===== config.mk =====
export PLATFORM = sky130hd
export DESIGN_NAME = spi_init_sequencer
export DESIGN_NICKNAME = d
export VERILOG_FILES = /design/src/rtl/spi_seq_pkg.sv /design/src/rtl/spi_seq_timer.sv /design/src/rtl/spi_init_sequencer.sv
export SDC_FILE = /design/constraint.sdc
export NUM_CORES = 1
export LEC_CHECK = 0
export CORE_ASPECT_RATIO = 1.75
export CORE_UTILIZATION = 35
export DETAILED_ROUTE_END_ITERATION = 12
export SKIP_CTS_REPAIR_TIMING = 1
export SYNTH_ARGS = -nofsm -noshare
export SYNTH_HDL_FRONTEND = slang
export SYNTH_SLANG_ARGS = --single-unit

===== constraint.sdc =====
create_clock -name clk -period 2.22 [get_ports clk]
set_clock_uncertainty 0.1 [all_clocks]
set_input_delay 0.444 -clock clk [delete_from_list [all_inputs] [get_ports clk]]
set_output_delay 0.444 -clock clk [all_outputs]
set_load 0.05 [all_outputs]

===== src/rtl/spi_seq_pkg.sv =====
// Shared definitions for the SPI init sequencer: state encoding and width helpers.
package spi_seq_pkg;

   localparam logic [2:0] ST_IDLE  = 3'd0;
   localparam logic [2:0] ST_SETUP = 3'd1;
   localparam logic [2:0] ST_XFER  = 3'd2;
   localparam logic [2:0] ST_HOLD  = 3'd3;
   localparam logic [2:0] ST_ADC   = 3'd4;
   localparam logic [2:0] ST_FAULT = 3'd5;

   typedef enum logic [2:0] {
      IDLE  = ST_IDLE,
      SETUP = ST_SETUP,
      XFER  = ST_XFER,
      HOLD  = ST_HOLD,
      ADC   = ST_ADC,
      FAULT = ST_FAULT
   } state_t;

   function automatic int clog2(input int v);
      int r;
      r = 0;
      for (int p = 1; p < v; p = p * 2) r++;
      return r;
   endfunction

   function automatic int max2(input int a, input int b);
      return (a > b) ? a : b;
   endfunction

endpackage


===== src/rtl/spi_seq_timer.sv =====
// Loadable up-counter with a terminal flag; shared by the guard and timeout counts.
module spi_seq_timer #(
   parameter int W = 4
) (
   input  logic         clk,
   input  logic         rst,
   input  logic         clear,
   input  logic         en,
   input  logic [W-1:0] term_val,
   output logic         term
);

   logic [W-1:0] count;

   always_ff @(posedge clk) begin
      if (rst || clear) count <= '0;
      else if (en)      count <= count + W'(1);
   end

   assign term = (count == term_val);

endmodule


===== src/rtl/spi_init_sequencer.sv =====
// Brings up N_DEV SPI peripherals in order (select guard, config transfer, deselect
// guard), retrying on timeout, then hands the bus to the ADC.
module spi_init_sequencer
   import spi_seq_pkg::*;
#(
   parameter  int N_DEV       = 2,
   parameter  int GUARD_CYC   = 4,
   parameter  int TIMEOUT_CYC = 1023,
   parameter  int MAX_RETRY   = 2,
   localparam int IW          = max2(1, clog2(N_DEV))
) (
   input  logic             clk,
   input  logic             rst,
   input  logic             go,
   input  logic             abort,
   input  logic             init_done,
   output logic [N_DEV-1:0] cs_n,
   output logic             init,
   output logic [IW-1:0]    dev_idx,
   output logic             adc_sel,
   output logic             ready,
   output logic             error
);

   localparam int TW = max2(1, clog2(max2(GUARD_CYC, TIMEOUT_CYC)));
   localparam int RW = max2(1, clog2(MAX_RETRY + 1));

   state_t           state, nxt_state;
   logic [IW-1:0]    nxt_idx;
   logic [RW-1:0]    retry, nxt_retry;
   logic             retry_flag, nxt_flag;
   logic [N_DEV-1:0] nxt_cs_n;
   logic [TW-1:0]    term_val;
   logic             timer_term, timer_clear, timer_en;

   // One timer serves every timed state; it restarts from zero on each state change.
   assign term_val    = (state == XFER) ? TW'(TIMEOUT_CYC - 1) : TW'(GUARD_CYC - 1);
   assign timer_en    = state inside {SETUP, XFER, HOLD};
   assign timer_clear = (nxt_state != state);

   spi_seq_timer #(.W(TW)) u_timer (
      .clk      (clk),
      .rst      (rst),
      .clear    (timer_clear),
      .en       (timer_en),
      .term_val (term_val),
      .term     (timer_term)
   );

   // Handshake: go is a level request honoured only in IDLE; init_done is a one-cycle
   // pulse from the shifter, accepted only while init is high (XFER), ignored elsewhere.
   always_comb begin
      nxt_state = state;
      nxt_idx   = dev_idx;
      nxt_retry = retry;
      nxt_flag  = retry_flag;
      if (abort) begin
         nxt_state = IDLE;
         nxt_idx   = '0;
         nxt_retry = '0;
         nxt_flag  = 1'b0;
      end else begin
         case (state)
            IDLE: if (go) begin
               nxt_state = SETUP;
               nxt_idx   = '0;
               nxt_retry = '0;
               nxt_flag  = 1'b0;
            end
            SETUP: if (timer_term) nxt_state = XFER;
            XFER: begin
               if (init_done) begin
                  nxt_state = HOLD;
                  nxt_flag  = 1'b0;
               end else if (timer_term) begin
                  if (retry < RW'(MAX_RETRY)) begin
                     nxt_state = HOLD;
                     nxt_flag  = 1'b1;
                     nxt_retry = retry + RW'(1);
                  end else begin
                     nxt_state = FAULT;
                  end
               end
            end
            HOLD: if (timer_term) begin
               if (retry_flag) begin
                  nxt_state = SETUP;
               end else if (dev_idx == IW'(N_DEV - 1)) begin
                  nxt_state = ADC;
               end else begin
                  nxt_state = SETUP;
                  nxt_idx   = dev_idx + IW'(1);
                  nxt_retry = '0;
               end
            end
            default: nxt_state = state;
         endcase
      end
   end

   always_comb begin
      nxt_cs_n = '1;
      for (int i = 0; i < N_DEV; i++)
         nxt_cs_n[i] = !((nxt_state inside {SETUP, XFER}) && (nxt_idx == IW'(i)));
   end

   always_ff @(posedge clk) begin
      if (rst) begin
         state      <= IDLE;
         dev_idx    <= '0;
         retry      <= '0;
         retry_flag <= 1'b0;
         cs_n       <= '1;
         init       <= 1'b0;
         adc_sel    <= 1'b0;
         ready      <= 1'b0;
         error      <= 1'b0;
      end else begin
         state      <= nxt_state;
         dev_idx    <= nxt_idx;
         retry      <= nxt_retry;
         retry_flag <= nxt_flag;
         cs_n       <= nxt_cs_n;
         init       <= (nxt_state == XFER);
         adc_sel    <= (nxt_state == ADC);
         ready      <= (nxt_state == ADC);
         error      <= (nxt_state == FAULT);
      end
   end

endmodule


Word-level counts from Yosys, hierarchy flattened

Cells that the tools add are included.

Bits in registers: 22
Input port bits: 5
Output and inout port bits: 7
Word-level logic and storage cells: 75

Add/subtract/negate cells: 3
$lt $le $gt $ge: 1
Eq/ne operators: 18
Multiplexer cells: 30
Bitwise gates (word level): 1
Reduce and logical (&&, ||, !) cells: 13

Operators with widths:

| cell                                                | number |
|---|---|
| two-way mux 3 bit                                   | 9 |
| two-way mux 2 bit                                   | 7 |
| != test 2 bit, second input constant                | 6 |
| one-hot mux 3 bit (4 select lines)                  | 1 |
| adder 10 x 1 -> 10 bit, second input constant       | 1 |
| equality test 10 bit                                | 1 |
| two-way mux 10 bit                                  | 1 |
| equality test 3 x 2 -> 1 bit, second input constant | 3 |
| two-way mux 1 bit                                   | 9 |
| AND reduction 8 bit                                 | 1 |
| equality test 3 x 1 -> 1 bit, second input constant | 2 |
| equality test 3 bit, second input constant          | 2 |
| one-hot mux 2 bit (3 select lines)                  | 1 |
| nonzero test 3 bit                                  | 2 |
| one-hot mux 1 bit (2 select lines)                  | 2 |
| AND reduction 4 bit                                 | 1 |
| nonzero test 2 bit                                  | 2 |
| logical NOT 3 bit                                   | 1 |
| != test 3 x 2 -> 1 bit, second input constant       | 1 |
| != test 3 bit                                       | 1 |
| != test 3 bit, second input constant                | 1 |
| adder 2 x 1 -> 2 bit, second input constant         | 1 |
| logical AND 1 bit                                   | 2 |
| logical NOT 1 bit                                   | 2 |
| 6 further kinds                                     | 6 |

Longest topological paths before layout

Gate-level depths: netlist of run 1.

Depth after elaboration: 11
Mapped depth: 7
Depth with buffers taken out: 6

By module

From an unflattened synthesis of run 1, not the netlist that was laid out.

Cells, all modules: 143
Area, all modules: 1194.9 µm²

By module, submodules not included:

| module             | times used | cells each | area an instance (µm²) | seq. area each (µm²) |
|---|---|---|---|---|
| spi_init_sequencer | 1          | 79         | 641.9                  | 240.2 |
| spi_seq_timer      | 1          | 64         | 553.0                  | 200.2 |

Least setup slack after synthesis of run 1

Ideal clock, no wire load.

Kind: reg2reg
From: reg state[0]
To: reg cs_n[0]
Library setup time: 127 ps
Arrival time: 1979 ps
Required time: 1993 ps
Slack: 14 ps
Cell stages (with the launch flop): 8
Path buffers: 1
Clock period less this slack: 2206 ps
Cells stage by stage: dfxtp_1 -> buf_2 -> or3b_2 -> nor4_2 -> a2111oi_4 -> o32ai_1 -> xor2_1 -> or3_1

Cells in the longest elaborated chain, start to end: 11
Elaborated cells on any way between the ends: 22
Classes of those cells: eq/ne: 6; mux: 11; bitwise: 1; reduce/logical: 4

RTL lines:

| what                                                                                | RTL line                                           | RTL |
|---|---|---|
| from (decl)                                                                         | spi_init_sequencer.sv:28                           | `state_t state, nxt_state;` |
| from (signal assigned)                                                              | spi_init_sequencer.sv:119                          | `state <= nxt_state;` |
| equality test 3 x 2 -> 1 bit                                                        | spi_init_sequencer.sv:37, spi_init_sequencer.sv:63 |  |
| two-way mux 10 bit                                                                  | spi_init_sequencer.sv:37                           | `assign term_val = (state == XFER) ? TW'(TIMEOUT_CYC - 1) : TW'(GUARD_CYC - 1);` |
| equality test 10 bit                                                                | spi_seq_timer.sv:20                                | `assign term = (count == term_val);` |
| two-way mux 3 bit                                                                   | spi_init_sequencer.sv:75                           | `end else if (timer_term) begin` |
| two-way mux 3 bit                                                                   | spi_init_sequencer.sv:72                           | `if (init_done) begin` |
| one-hot mux 3 bit (4 select lines)                                                  | spi_init_sequencer.sv:63                           | `case (state)` |
| two-way mux 3 bit                                                                   | spi_init_sequencer.sv:57                           | `if (abort) begin` |
| equality test 3 x 1 -> 1 bit / equality test 3 x 2 -> 1 bit (equally long branches) | spi_init_sequencer.sv:104                          | `nxt_cs_n[i] = !((nxt_state inside {SETUP, XFER}) && (nxt_idx == IW'(i)));` |
| nonzero test 2 bit                                                                  | spi_init_sequencer.sv:104                          |  |
| logical AND 1 bit *                                                                 | spi_init_sequencer.sv:104                          |  |
| logical NOT 1 bit *                                                                 | spi_init_sequencer.sv:104                          |  |
| to (signal assigned)                                                                | spi_init_sequencer.sv:123                          | `cs_n <= nxt_cs_n;` |
| to (decl)                                                                           | spi_init_sequencer.sv:17                           | `output logic [N_DEV-1:0] cs_n,` |

Every way passes the cells marked *; elsewhere a longest branch is shown, timed or not.
A chain may end at the register's enable or synchronous reset.

Worst setup path after layout of run 1

From: reg state[0]
To: reg u_timer.count[7]

Cells in the longest elaborated chain, start to end: 9
Elaborated cells on any way between the ends: 16
Classes of those cells: eq/ne: 5; mux: 8; reduce/logical: 3

RTL lines:

| what                               | RTL line                                                                     | RTL |
|---|---|---|
| equality test 3 x 2 -> 1 bit       | spi_init_sequencer.sv:37, spi_init_sequencer.sv:38, spi_init_sequencer.sv:63 |  |
| two-way mux 10 bit                 | spi_init_sequencer.sv:37                                                     |  |
| equality test 10 bit               | spi_seq_timer.sv:20                                                          |  |
| two-way mux 3 bit                  | spi_init_sequencer.sv:75                                                     |  |
| two-way mux 3 bit                  | spi_init_sequencer.sv:72                                                     |  |
| one-hot mux 3 bit (4 select lines) | spi_init_sequencer.sv:63                                                     |  |
| two-way mux 3 bit                  | spi_init_sequencer.sv:57                                                     |  |
| != test 3 bit                      | spi_init_sequencer.sv:39                                                     | `assign timer_clear = (nxt_state != state);` |
| logical OR 1 bit                   | spi_seq_timer.sv:16                                                          | `if (rst \|\| clear) count <= '0;` |
| to (signal assigned)               | spi_seq_timer.sv:17                                                          | `else if (en) count <= count + W'(1);` |
| to (decl)                          | spi_seq_timer.sv:13                                                          | `logic [W-1:0] count;` |

Several ways; a longest one is shown, not always the timed one.

==> results of run 1 <==
==> layer usage <==
layer | global-route usage (%) | vias to the layer above | part of all wire [%]
met4 | 11.18 | 0 | 6.0
met1 | 19.97 | 573 | 39
met3 | 2.045 | 17 | 1.8
li1 | - | 569 | -
met2 | 32.39 | 26 | 54
met5 | 0 | - | 0
==> worst max-delay path: stages (launching register included) <==
cell       delay [ns]
dfxtp_4          0.36
or3b_4           0.40
and4_4           0.17
a2111oi_4        0.38
o22ai_2          0.21
o211ai_2         0.34
nor2_1           0.09
==> sequential cells by signal, summed over array words and instances, names as in the netlist <==
register	count
retry_flag	1
u_timer.count	10
dev_idx	1
state	3
cs_n	2
error	1
ready	1
init	1
retry	2
==> placed cells by master (no fill, tap or decap), types with 2 or more instances in the layout <==
master,netlist,layout
a21oi_1,4,2
a21oi_2,0,2
buf_4,1,18
clkbuf_8,0,3
clkdlybuf4s50_1,0,11
dfxtp_1,22,18
dfxtp_2,0,3
inv_1,2,2
mux2i_1,2,2
nand2_1,6,6
nand2b_1,5,5
nand3b_1,3,3
nand4_1,4,4
nor2_1,29,28
nor2b_1,4,4
nor3_1,8,8
nor4_1,5,3
nor4_2,1,2
o21ai_0,6,6
or3_1,2,2
or3b_2,2,2
xnor2_1,4,4
xor2_1,6,6
==> power groups by stage <==
stage | Sequential [uW] | Clock, uW | Combinational (uW)
global route | 400 | 265 | 90.4
finish | 399 | 247 | 84.2
global placement | 409 | 0 | 73.1
detailed placement | 409 | 0 | 74.8
floorplan | 411 | 0 | 40.2
CTS | 400 | 256 | 74.8
==> cell usage after synthesis, types with 2 or more instances <==
cell type | instances | area (um^2)
nor2_1 | 29 | 108.9
nand2b_1 | 5 | 31.28
dfxtp_1 | 22 | 440.4
nor2b_1 | 4 | 25.02
or3_1 | 2 | 12.51
mux2i_1 | 2 | 20.02
nor3_1 | 8 | 40.04
nand2_1 | 6 | 22.52
clkbuf_1 | 4 | 15.01
a21oi_1 | 4 | 20.02
o21ai_0 | 6 | 30.03
or3b_2 | 2 | 17.52
nor4_1 | 5 | 31.28
xor2_1 | 6 | 52.55
inv_1 | 2 | 7.510
nand4_1 | 4 | 25.02
nand3b_1 | 3 | 22.52
xnor2_1 | 4 | 35.03
==> per-stage QoR <==
| step | utilization, % | cell area, um^2 | hold slack [ns] | setup WS, ns |
|---|---|---|---|---|
| after floorplan | - | 1192 | 0.3932 | 0.01423 |
| final | 49.20 | 1579 | 0.4440 | 0.04625 |
| after global routing | 49.20 | 1579 | 0.4909 | -0.01181 |
| after global placement | 45.38 | 1456 | 0.4189 | 0.01108 |
| after detailed placement | 45.38 | 1456 | 0.4347 | -0.05947 |
| after CTS | 46.67 | 1498 | 0.4465 | -0.05315 |
==> logic make-up after synthesis <==
group	count (synthesis)	share of synthesized area, %
compound gates	23	15.32
buf+inv	8	2.938
xor+xnor	10	7.345
flops	22	36.94
fa+ha+maj	1	1.049
mux	2	1.679
simple gates	77	34.73
==> final timing paths <==
check             slack [ns]          endpoint  cells past startpoint        from
hold reg to reg         0.44        retry_flag                      2  retry_flag
setup reg to reg        0.05  u_timer.count[7]                      6    state[0]
hold / removal          0.44        retry_flag                      2  retry_flag
setup / recovery        0.05  u_timer.count[7]                      6    state[0]
==> final cells by class <==
| cell class | count | area [um^2] |
|---|---|---|
| clock buffer | 3 | 41.29 |
| multi-input combinational | 114 | 783.3 |
| inverter | 2 | 7.507 |
| tap | 43 | 53.80 |
| fill | 312 | 1630 |
| timing repair buffer | 29 | 245.2 |
| sequential | 22 | 447.9 |
==> results.sh, run 1 <==
export IMPL_vdd_drop_max_mv=0.4037
export IMPL_ys_async_sr_fraction_pct=0
export IMPL_p_leak_uw=0.0005602
export IMPL_cts_tree="yes"
export IMPL_start_kind="flop"
export IMPL_start_util_pct=37.15
export IMPL_internal_power_uw=555.5
export IMPL_p_seq_share_pct=54.7
export IMPL_antenna_found_initial=0
export IMPL_drcViolationCount=0
export IMPL_yosysSeqAreaShare_pct=36.94
export IMPL_synth_flop_cell="dfxtp_1"
export IMPL_layout_drive_gt1_share_pct=25.29
export IMPL_min_path_type="reg2reg"
export IMPL_pwr_share_comb_pct=11.5
export IMPL_drv_slew=0
export IMPL_final_antenna_net_count=0
export IMPL_clk_latency_ns=0.26
export IMPL_netlist_area_mm2=0.001192
export IMPL_dieArea_mm2=0.003653
export IMPL_die_height_um=79.22
export IMPL_place_inst=208
export IMPL_gp_congestion=0.8989
export IMPL_drt_wirelength_per_cell_um=14.85
export IMPL_rows=27
export IMPL_max_slew_worst_pin_slew_ns=0.4922
export IMPL_cts_made_buffers=3
export IMPL_clock_sinks=22
export IMPL_cp_max_fo=5
export IMPL_diodes=0
export IMPL_syn_inst=143
export IMPL_power_total_uw=730.4
export IMPL_die_w_um=46.12
export IMPL_clkTransAtPathRegs_ns=0.07
export IMPL_drt_iter0_drc=44
export IMPL_synth_cell_type_count=43
export IMPL_crit_type="reg2reg"
export IMPL_fin_crit_ns=2.174
export IMPL_synth_yosys_warnings=0
export IMPL_root_buffer="clkbuf_8"
export IMPL_finalSetupViolCount=0
export IMPL_fin_cells=213
export IMPL_cp_arrival_ns=2.22
export IMPL_endpoint_kind="flop"
export IMPL_slew_headroom_pct=67.09
export IMPL_p_clk_share_pct=33.8
export IMPL_finalCritPeriodShare_pct=97.92
export IMPL_setup_tns_ns=0
export IMPL_hpwlAfterDp_um=2350
export IMPL_grt_start_max_net_pins=16
export IMPL_grt_overflow_total=0
export IMPL_drtPass1Iterations=4
export IMPL_ios=12
export IMPL_rsz0062_at_grt="yes"
export IMPL_grtUsageTotal_pct=18.58
export IMPL_synth_avg_cell_area_um2=8.338
export IMPL_vias=1185
export IMPL_layout_nets=178
export IMPL_hold_violations=0
export IMPL_htreeDepth=1
export IMPL_p_per_area_mw_per_mm2=462.6
export IMPL_ctsLongestPathBuffers=2
export IMPL_sw_frac_of_total_pct=23.94
export IMPL_grt_pass1_vias=1130
export IMPL_synth_edf_count=0
export IMPL_core_area_mm2=0.003209
export IMPL_synth_seq_cells=22
export IMPL_status="finished, final reports clean"
export IMPL_synth_net_count=149
export IMPL_grt_pass1_wl_um=5023
export IMPL_fmax_mhz=460.0
export IMPL_numPortBuffers=11
export IMPL_required_ns=2.26
export IMPL_vias_per_cell=5.563
export IMPL_p_sw_uw=174.9
export IMPL_wl_um=3162
export IMPL_area_growth_pct=32.42
export IMPL_drv_cap=0
(Power assumes the default switching activity.)
==> run 2, diff against run 1 <==
- REMOVE_ABC_BUFFERS: not set -> 1
==> run 2 against run 1 <==
Net effect: power rose by 19%; die area unchanged; cell count rose by 2.8%; hold slack got worse by 0.0065 ns; critical endpoint is now cs_n[0]; largest power group unchanged; highest routed layer unchanged.
==> results.sh, run 2 (same netlist as run 1, synthesis figures left out) <==
export IMPL_area_growth_pct=39.56
export IMPL_final_antenna_net_count=0
export IMPL_final_common_cell="nor2_1"
export IMPL_wl_um=3500
export IMPL_antenna_found_initial=0
export IMPL_cpPeakStageDelay_ns=0.37
export IMPL_cts_tree="yes"
export IMPL_drtPass1Iterations=4
export IMPL_cp_max_fo=15
export IMPL_start_kind="flop"
export IMPL_multi_input_area_um2=795.8
export IMPL_die_height_um=79.22
export IMPL_clk_latency_ns=0.27
export IMPL_dieArea_mm2=0.003653
export IMPL_largest_register="u_timer.count"
export IMPL_rr_worst_depth=7
export IMPL_start_util_pct=37.15
export IMPL_worstPathCellList="buf_4 -> nand4b_1 -> nor4_4 -> a2111oi_4 -> o32ai_1 -> xor2_1 -> or3_1"
export IMPL_p_leak_uw=0.0005963
export IMPL_grtUsageTotal_pct=18.83
export IMPL_whs_path_depth=2
export IMPL_clock_sinks=22
export IMPL_layout_common_cells="nor2_1 (28), buf_4 (22), dfxtp_1 (19), clkdlybuf4s50_1 (11), nor3_1 (7)"
export IMPL_ios=12
export IMPL_min_path_type="reg2reg"
export IMPL_root_buffer="clkbuf_8"
export IMPL_rsz0062_at_grt="yes"
export IMPL_fillCellCount=313
export IMPL_drv_slew=0
export IMPL_grt_pass1_wl_um=5064
export IMPL_drv_cap=0
export IMPL_cp_arrival_ns=2.24
export IMPL_top_regs="u_timer.count x10, state x3"
export IMPL_numPortBuffers=11
export IMPL_diodes=0
export IMPL_whs_ns=0.4375
export IMPL_slew_headroom_pct=66.74
export IMPL_core_area_mm2=0.003209
export IMPL_largest_reg_flops=10
export IMPL_required_ns=2.27
export IMPL_place_inst=212
export IMPL_drcViolationCount=0
export IMPL_vias_per_cell=5.438
export IMPL_layout_nets=183
export IMPL_vias=1191
export IMPL_timing_final_ws_setup_ns=0.02851
export IMPL_cts_made_buffers=3
export IMPL_finalCritPeriodShare_pct=98.72
export IMPL_grt_overflow_total=0
export IMPL_crit_type="reg2reg"
export IMPL_layout_drive_gt1_share_pct=27.27
export IMPL_drt_iter0_drc=41
export IMPL_ctsLongestPathBuffers=2
export IMPL_fin_crit_ns=2.191
export IMPL_status="finished, final reports clean"
export IMPL_power_total_uw=870.1
export IMPL_max_slew_worst_pin_slew_ns=0.4973
export IMPL_fmax_mhz=456.3
export IMPL_finalSetupViolCount=0
export IMPL_grt_pass1_vias=1136
export IMPL_endpoint_kind="flop"
export IMPL_p_per_area_mw_per_mm2=522.8
export IMPL_die_w_um=46.12
export IMPL_drt_wirelength_per_cell_um=15.98
export IMPL_vdd_drop_max_mv=0.2893
export IMPL_rows=27
export IMPL_hpwlAfterDp_um=2406
export IMPL_htreeDepth=1
export IMPL_slowest_stage="or3_1"
export IMPL_fin_cells=219
export IMPL_hold_violations=0
export IMPL_post_place_ws_ns=-0.08272
export IMPL_clkTransAtPathRegs_ns=0.08
export IMPL_gp_congestion=0.9440
export IMPL_ff_latch_area_um2=449.2
export IMPL_grt_start_max_net_pins=16
==> run 2: final cells by class <==
cell class / instances / share of cell area (%)
flip-flops and latches: 22 / 26.99
inverters: 2 / 0.4511
clock buffers: 3 / 2.481
well taps: 43 / 3.233
repair buffers: 34 / 17.22
multi-input cells: 114 / 47.82
clock inverters: 1 / 1.805
==> run 2: path summary, 6_finish.rpt <==
| path | start | to | slack (ns) |
|---|---|---|---|
| worst max-delay path | state[1] | cs_n[0] | 0.03 |
| worst min-delay path | retry_flag | retry_flag | 0.44 |
| worst max register to register | state[1] | cs_n[0] | 0.03 |
| worst min register to register | retry_flag | retry_flag | 0.44 |
==> run 2: critical path, delay by kind of cell (launching register included) <==
family	cells	cell delay, ns
buffers and inverters	1	0.21
AOI/OAI and AO/OA	2	0.39
DFF	1	0.35
xor gates and xnor gates	1	0.11
and+or+nand+nor	3	0.91
==> run 2: per-layer routing <==
layer,track usage (%),share of wire (%),wire length [um]
met5,0,0,0
met1,17.84,35,1216
met4,9.412,2.9,102
met2,35.63,60,2091
met3,2.955,2.6,90
==> run 2: through the flow <==
step	utilization (%)	setup TNS, ns	instance area [um^2]
CTS	48.54	-1.102	1558
detailed placement	46.32	-0.6613	1486
finish	51.85	0	1664
global placement	46.32	-0.5380	1486
global route	51.85	-0.1983	1664
floorplan	-	-0.4425	1165
==> run 2: report_power, final <==
group | leakage, uW | internal [uW] | switching (uW)
logic | 0.000381 | 42.9 | 52.5
registers | 0.000180 | 395 | 3.00
clock network | 0.0000357 | 241 | 136
total | 0.000596 | 679 | 191
